$ cat src/rtl/counter_pkg.sv
// Shared types and constants for the run/stop/clear counter.
// Latency: none (declarations and a pure function only).
// Backpressure: not applicable.
package counter_pkg;

    typedef enum logic [1:0] {
        ST_STOP  = 2'd0,
        ST_RUN   = 2'd1,
        ST_CLEAR = 2'd2
    } state_t;

    localparam int CNT_W = 14;
    localparam logic [CNT_W-1:0] CNT_MAX = 14'd9999;

    // One count step in the 0..CNT_MAX ring, wrapping at both ends.
    function automatic logic [CNT_W-1:0] cnt_step(input logic [CNT_W-1:0] val,
                                                  input logic             down);
        logic [CNT_W-1:0] res;
        if (down) begin
            res = (val == '0) ? CNT_MAX : val - 14'd1;
        end else begin
            res = (val >= CNT_MAX) ? '0 : val + 14'd1;
        end
        return res;
    endfunction

endpackage

$ cat src/rtl/btn_debounce.sv
// Synchronise, debounce and edge-detect one raw push-button into a press pulse.
// Latency: 2 sync cycles + DEB_LEN strobes + 1 cycle from a clean edge to press_o.
// Backpressure: none; press_o is a 1-cycle pulse, release produces nothing.
module btn_debounce #(
    parameter int DEB_LEN = 4
) (
    input  logic clk,
    input  logic rst,
    input  logic btn_i,
    input  logic smp_stb_i,
    output logic press_o
);

    logic               sync1_q;
    logic               sync2_q;
    logic [DEB_LEN-1:0] sh_q;
    logic               lvl_q;
    logic               press_q;
    logic               all_one;
    logic               all_zero;

    assign all_one  = &sh_q;
    assign all_zero = ~|sh_q;

    // Sync the raw input, shift samples on the shared strobe, hold the level
    // until the window is unanimous, and pulse once on the level's rising edge.
    always_ff @(posedge clk or posedge rst) begin
        if (rst) begin
            sync1_q <= 1'b0;
            sync2_q <= 1'b0;
            sh_q    <= '0;
            lvl_q   <= 1'b0;
            press_q <= 1'b0;
        end else begin
            sync1_q <= btn_i;
            sync2_q <= sync1_q;
            if (smp_stb_i) begin
                sh_q <= {sh_q[DEB_LEN-2:0], sync2_q};
            end
            if (all_one) begin
                lvl_q <= 1'b1;
            end else if (all_zero) begin
                lvl_q <= 1'b0;
            end
            press_q <= all_one & ~lvl_q;
        end
    end

    assign press_o = press_q;

endmodule

$ cat src/rtl/counter_run_ctrl.sv
// Run/stop/clear controller driving a 0..9999 up/down counter from three buttons.
// Latency: outputs change 1 cycle after a press pulse; cnt_val 1 cycle after a step strobe.
// Backpressure: none; every accepted press and every tick is acted on immediately.
module counter_run_ctrl
    import counter_pkg::*;
#(
    parameter int TICK_DIV = 10_000_000,
    parameter int DEB_DIV  = 100_000,
    parameter int DEB_LEN  = 4
) (
    input  logic             clk,
    input  logic             rst,
    input  logic             btn_run,
    input  logic             btn_clear,
    input  logic             btn_mode,
    output logic [CNT_W-1:0] cnt_val,
    output logic             running,
    output logic             dir_down
);

    localparam int TICK_W = $clog2(TICK_DIV);
    localparam int SMP_W  = $clog2(DEB_DIV);
    localparam logic [TICK_W-1:0] TICK_LAST = TICK_W'(TICK_DIV - 1);
    localparam logic [SMP_W-1:0]  SMP_LAST  = SMP_W'(DEB_DIV - 1);

    logic [SMP_W-1:0]  smp_q;
    logic              smp_stb;
    logic              p_run;
    logic              p_clr;
    logic              p_mode;
    state_t            state_q;
    logic [TICK_W-1:0] tick_q;
    logic [CNT_W-1:0]  cnt_q;
    logic [CNT_W-1:0]  cnt_d;
    logic              run_q;
    logic              dir_q;
    logic              step;

    assign smp_stb = (smp_q == SMP_LAST);

    // Free-running sample divider; one strobe shared by all three buttons.
    always_ff @(posedge clk or posedge rst) begin
        if (rst) begin
            smp_q <= '0;
        end else if (smp_stb) begin
            smp_q <= '0;
        end else begin
            smp_q <= smp_q + SMP_W'(1);
        end
    end

    btn_debounce #(.DEB_LEN(DEB_LEN)) u_deb_run (
        .clk       (clk),
        .rst       (rst),
        .btn_i     (btn_run),
        .smp_stb_i (smp_stb),
        .press_o   (p_run)
    );

    btn_debounce #(.DEB_LEN(DEB_LEN)) u_deb_clr (
        .clk       (clk),
        .rst       (rst),
        .btn_i     (btn_clear),
        .smp_stb_i (smp_stb),
        .press_o   (p_clr)
    );

    btn_debounce #(.DEB_LEN(DEB_LEN)) u_deb_mode (
        .clk       (clk),
        .rst       (rst),
        .btn_i     (btn_mode),
        .smp_stb_i (smp_stb),
        .press_o   (p_mode)
    );

    // The step is computed from the current direction, so a mode press landing
    // on the same cycle only affects later steps.
    assign step  = (state_q == ST_RUN) && (tick_q == TICK_LAST);
    assign cnt_d = cnt_step(cnt_q, dir_q);

    // Run/stop/clear sequencing with the tick divider and counter; clear wins
    // over run, and a stop press still lets a coincident step land.
    always_ff @(posedge clk or posedge rst) begin
        if (rst) begin
            state_q <= ST_STOP;
            tick_q  <= '0;
            cnt_q   <= '0;
            run_q   <= 1'b0;
            dir_q   <= 1'b0;
        end else begin
            if (p_mode) begin
                dir_q <= ~dir_q;
            end
            case (state_q)
                ST_STOP: begin
                    tick_q <= '0;
                    if (p_clr) begin
                        state_q <= ST_CLEAR;
                        cnt_q   <= '0;
                        run_q   <= 1'b0;
                    end else if (p_run) begin
                        state_q <= ST_RUN;
                        run_q   <= 1'b1;
                    end
                end
                ST_RUN: begin
                    if (p_clr) begin
                        state_q <= ST_CLEAR;
                        cnt_q   <= '0;
                        run_q   <= 1'b0;
                        tick_q  <= '0;
                    end else begin
                        if (step) begin
                            cnt_q <= cnt_d;
                        end
                        if (p_run) begin
                            state_q <= ST_STOP;
                            run_q   <= 1'b0;
                            tick_q  <= '0;
                        end else if (step) begin
                            tick_q <= '0;
                        end else begin
                            tick_q <= tick_q + TICK_W'(1);
                        end
                    end
                end
                ST_CLEAR: begin
                    state_q <= ST_STOP;
                    cnt_q   <= '0;
                    run_q   <= 1'b0;
                    tick_q  <= '0;
                end
                default: begin
                    state_q <= ST_STOP;
                    run_q   <= 1'b0;
                    tick_q  <= '0;
                end
            endcase
        end
    end

    assign cnt_val  = cnt_q;
    assign running  = run_q;
    assign dir_down = dir_q;

endmodule

$ cat config.mk
export PLATFORM = sky130hd
export DESIGN_NAME = counter_run_ctrl
export DESIGN_NICKNAME = d
export VERILOG_FILES = /design/src/rtl/counter_pkg.sv /design/src/rtl/btn_debounce.sv /design/src/rtl/counter_run_ctrl.sv
export SDC_FILE = /design/constraint.sdc
export NUM_CORES = 1
export LEC_CHECK = 0
export CELL_PAD_IN_SITES_DETAIL_PLACEMENT = 1
export CELL_PAD_IN_SITES_GLOBAL_PLACEMENT = 2
export CORE_UTILIZATION = 43
export DETAILED_ROUTE_END_ITERATION = 10
export PLACE_DENSITY_LB_ADDON = 0.1
export RECOVER_POWER = 25
export SYNTH_ARGS = -nofsm -noshare
export SYNTH_HDL_FRONTEND = slang
export SYNTH_SLANG_ARGS = --single-unit
$ cat constraint.sdc
create_clock -name clk -period 5.69 [get_ports clk]
set_input_delay 1.707 -clock clk [delete_from_list [all_inputs] [get_ports clk]]
set_output_delay 1.707 -clock clk [all_outputs]
set_load 0.01 [all_outputs]
Yosys cells after proc, flatten, opt, wreduce, memory -nomap -nowiden
Index checks and enable logic that the tools add are counted.

Flip-flop bits (word level): 83. Bits in latches: 0. Bits in writable memories: 0. ROM bits: 0. Output and inout bits: 16. Memories kept: 0.

$add $sub $neg: 4. Multipliers: 0. Div/mod/pow operators: 0. Magnitude comparators: 1. Equality and inequality tests: 11. Shift operators: 0. Mux-type cells: 28. Bitwise gates (word level): 7. Reductions and logical operators: 12.

Operator list (number): 24-bit 2-to-1 mux (4); 14-bit 2-to-1 mux (6); 14-bit one-hot mux with 3 select lines (1); 24-bit by 1-bit adder with 24-bit output, second input constant (1); 24-bit equality test, second input constant (1); 17-bit by 1-bit adder with 17-bit output, second input constant (1); 17-bit equality test, second input constant (1); 17-bit 2-to-1 mux (1); 14-bit by 1-bit adder with 14-bit output, second input constant (1); 14-bit greater-or-equal comparator, second input constant (1); 14-bit zero test (1); 14-bit by 1-bit subtractor with 14-bit output, second input constant (1); 4-bit AND reduction (3); 4-bit OR reduction (3); 1-bit 2-to-1 mux (10); 2-bit 2-to-1 mux (4); 2-bit by 1-bit != test with 1-bit output, second input constant (4); 3-bit by 1-bit != test with 1-bit output, second input constant (2); 1-bit NOT (4); 2-bit one-hot mux with 2 select lines (1); 1-bit bitwise AND (3); 3-bit by 2-bit != test with 1-bit output, second input constant (1); 3-bit AND reduction (1); 3-bit nonzero test (1); 6 further kinds (6).

Longest topological paths before layout
Depth in word-level cells: 6. Gate-level depth with buffers: 8.

By module
A second synthesis with hierarchy kept.

Cells, all modules: 427. Area total of the unflattened synthesis: 4197.8 sq um.

By module, submodules not included: counter_run_ctrl (instances 1, cells each 373, area an instance 3334.4 sq um, sequential area each 1451.4 sq um); btn_debounce (instances 3, cells each 18, area an instance 287.8 sq um, sequential area each 200.2 sq um).

Worst setup path before layout
No wires, ideal clock.

Path kind: reg-to-output. From: register cnt_q[8] (netlist: cnt_val[8]). To: output cnt_val[8]. Arrival time: 0.467 ns. Slack: 3.516 ns. Stages on the path, launching flop included: 1. Path through: dfrtp_1.

RTL lines: start, declared (RTL line counter_run_ctrl.sv:33) `logic [CNT_W-1:0] cnt_q;`; start signal, assigned (RTL line counter_run_ctrl.sv:114) `cnt_q <= cnt_d;`; end, declared (RTL line counter_run_ctrl.sv:16) `output logic [CNT_W-1:0] cnt_val,`.

No word-level cell between the ends.

Worst setup path in the final report
From: register dir_q (netlist: dir_down). To: output dir_down.

RTL lines: start, declared (RTL line counter_run_ctrl.sv:36) `logic dir_q;`; start signal, assigned (RTL line counter_run_ctrl.sv:92) `dir_q <= ~dir_q;`; end, declared (RTL line counter_run_ctrl.sv:18) `output logic dir_down`.

No word-level cell between the ends.

==> run summary <==
Yosys reg bits - 82
critical path's top delay family - flip-flops
Synth area leaders - dfrtp_1, xor2_1, nor2_1
maximum vdd drop - 0.170 mV
CTS tree - yes
launching point of the worst reg2reg path - tick_q[0]
first-pass GRT wire length - 16,300 um
routability cong. - 0.749
Pwr per Cell Area - 224 nW/um^2
crit path buf inv count - 1
leak pwr - 2.00 nW
Cell Rows - 35
Hold Path Class - reg -> reg
drt total wl - 9240 um
Mapped Avg Cell Area - 10.3 um^2
Worst-Skew Late Latency - 0.37 ns
Fillers - 1,056
max-slew violations - 0
FFs w/ async S/R, synth - 1.00
# setup viols final - 0
most frequently used flop master after synthesis - dfrtp_1
cell area after synthesis - 4240 um^2
Num CTS Buffers - 9
remaining global-route overflow - 0
CP peak stage delay - 0.80 ns
Hold Violations, Final - 0
final cycle utilization of the critical path - 0.621
max-cap viol count - 0
CP startpoint - dir_down
Longest Clk Path Bufs - 2
initial antenna violation count - 0
footprint of the multi-input gates - 2000 um^2
library cells used by synthesis - 59
Rel. slew slack - 0.332
outcome - finished clean
worst hold start - u_deb_run.sync1_q
root buf cell - clkbuf_8
pin count of the biggest net entering global routing - 56
CP max-delay cell - dfrtp_1
Worst-Margin Slew - 0.997 ns
Critical Path Source Type - flip-flop
fraction of layout cells with a size suffix above 1 - 0.0757
storage element area - 2050 um^2
WP data required - 3.98 ns
Die W - 101 um
proportion of netlist area held by the largest area contributor - 0.484
Gates resized, CTS repair - 0
1st-iter DRT viols - 67
RSZ-0062 raised after global routing - false
clock sink total - 82
Final Net Count - 440
antenna cells - 0
Avg WL per Cell - 16.4 um
Final TNS setup - 0 ns
Data arrival, critical path - 1.83 ns
number of global-route vias before repair - 3,281
DR DRC count - 0
largest fanout on the critical path - 21
Syn Inst Count - 413
Final ANT Viol Nets - 0
setup ws final - 2.15 ns
yosys warns - 0
routed wl met2 - 4480 um
Top Ports - 21
initial core utilization - 0.451
Worst-path clk slew - 0.09 ns
fmax - 0.283 GHz
EDFF count, synth - 0
Place WS - 2.46 ns
Critical Path End Type - output pin
via density per instance - 5.48
Buffers on Ports - 20
Die Area - 10,300 um^2
First-pass DRT Iterations - 4
CORE AREA - 9420 um^2
Post-CTS Setup Bufs - 0
Met3 Wirelength - 228 um
Die Span Y - 101 um
max layer used - met4
CP Cell Sequence - clkdlybuf4s50_1
design area - 4680 um^2
gr usage total - 0.207
H-Tree Depth - 3
post-detail-place hpwl - 6460 um
Routed met1 length - 4400 um
syn_nets - 422
Placed Area - 4520 um^2
Post-CTS Hold Buffers - 0
clk_skew - 0.0113 ns
crit path time final - 3.54 ns
CP Class - reg -> out
Yosys top cell by area - dfrtp_1
hold_ws - 0.359 ns
area added between synthesis and finish - 10.2%
sequential share of the synthesized area - 0.484
Vias - 3,095
==> synthesized netlist by cell type, types with 5 or more instances <==
library cell   n
nand2_1       28
or3_1          5
nand3_1       24
nor2b_1        5
a21oi_1       11
nor3b_1        7
xor2_1        24
dfrtp_1       82
o31ai_1        5
nand4_1        8
inv_1         12
o21ai_1       11
and3_1        10
xnor2_1       18
nor2_1        51
mux2_4        11
o21ai_0        6
nor3_1        10
clkbuf_1       6
and4_1         6
a21o_1         5
==> worst register-to-register path: cells and delay by family (launching register included) <==
| family | cells | cell delay [ns] |
|---|---|---|
| and+or+nand+nor | 5 | 1.86 |
| adders and majority gates | 1 | 0.22 |
| DFF | 1 | 0.40 |
==> metrics by stage <==
step / utilization / power (mW) / instances
final: 0.497 / 1.05 / 565
after global routing: 0.497 / 1.09 / 565
after CTS: 0.503 / 1.07 / 565
after detailed placement: 0.481 / 0.612 / 549
after global placement: 0.481 / 0.612 / 549
after floorplan: - / 0.605 / 413
==> sequential cells by signal, summed over array words and instances, names as in the netlist, 4 cells and up <==
signal / cells
cnt_val: 14
smp_q: 17
tick_q: 24
u_deb_clr.sh_q: 4
u_deb_mode.sh_q: 4
u_deb_run.sh_q: 4
==> area by class of cell <==
class / instances / share of cell area
clock buffer: 9 / 0.0265
tap: 129 / 0.0345
timing repair buffer: 21 / 0.0444
sequential: 82 / 0.439
multi-input combinational: 305 / 0.428
clock inverter: 7 / 0.0179
inverter: 12 / 0.00990
==> cell families (layout without fill, tap and decap cells) <==
family	Yosys count	after routing	share of synthesized area
multiplexers	14	14	0.0463
XOR/XNOR	42	42	0.0867
AND/OR/NAND/NOR	187	187	0.252
flip-flops	82	82	0.484
AO/OA/AOI/OAI	58	58	0.0879
adder cells (fa/ha/maj)	4	4	0.0118
buffers and inverters	26	49	0.0316
==> metal layers <==
| layer | track usage | up-vias |
|---|---|---|
| li1 | - | 1498 |
| met1 | 0.273 | 1561 |
| met2 | 0.334 | 27 |
| met3 | 0.0476 | 9 |
| met4 | 0.0747 | 0 |
| met5 | 0 | - |
==> layout by cell type, fill, tap and decap left out, types with 3 or more instances in the layout <==
master,count
dfrtp_1,82
nor2_1,51
nand2_1,28
nand3_1,24
xor2_1,24
xnor2_1,18
clkdlybuf4s50_1,17
mux2_1,11
inv_1,11
a21oi_1,11
nor3_1,10
and3_1,10
o21ai_1,10
nand4_1,9
clkbuf_8,9
and4_1,7
nor3b_1,7
o21ai_0,7
or3_1,5
o31ai_1,5
a21o_1,5
nor2b_1,5
nor4_1,4
nand2b_1,4
ha_1,4
nor4b_2,3
and2_1,3
a31oi_1,3
dlygate4sd3_1,3
==> path summary, 6_finish.rpt <==
check,end,slack [ns],cells past startpoint
max,dir_down,2.15,1
min,u_deb_run.sync2_q,0.36,0
max reg2reg,tick_q[12],3.06,6
min reg2reg,u_deb_run.sync2_q,0.36,0
max in group asynchronous,cnt_val[10],2.96,3
min in group asynchronous,u_deb_clr.lvl_q,1.84,2
==> power by group <==
group | internal [mW] | switching (mW)
Sequential | 0.584 | 0.000487
Clock | 0.211 | 0.239
Combinational | 0.00250 | 0.0113
Total | 0.798 | 0.251
(Power assumes the default switching activity.)
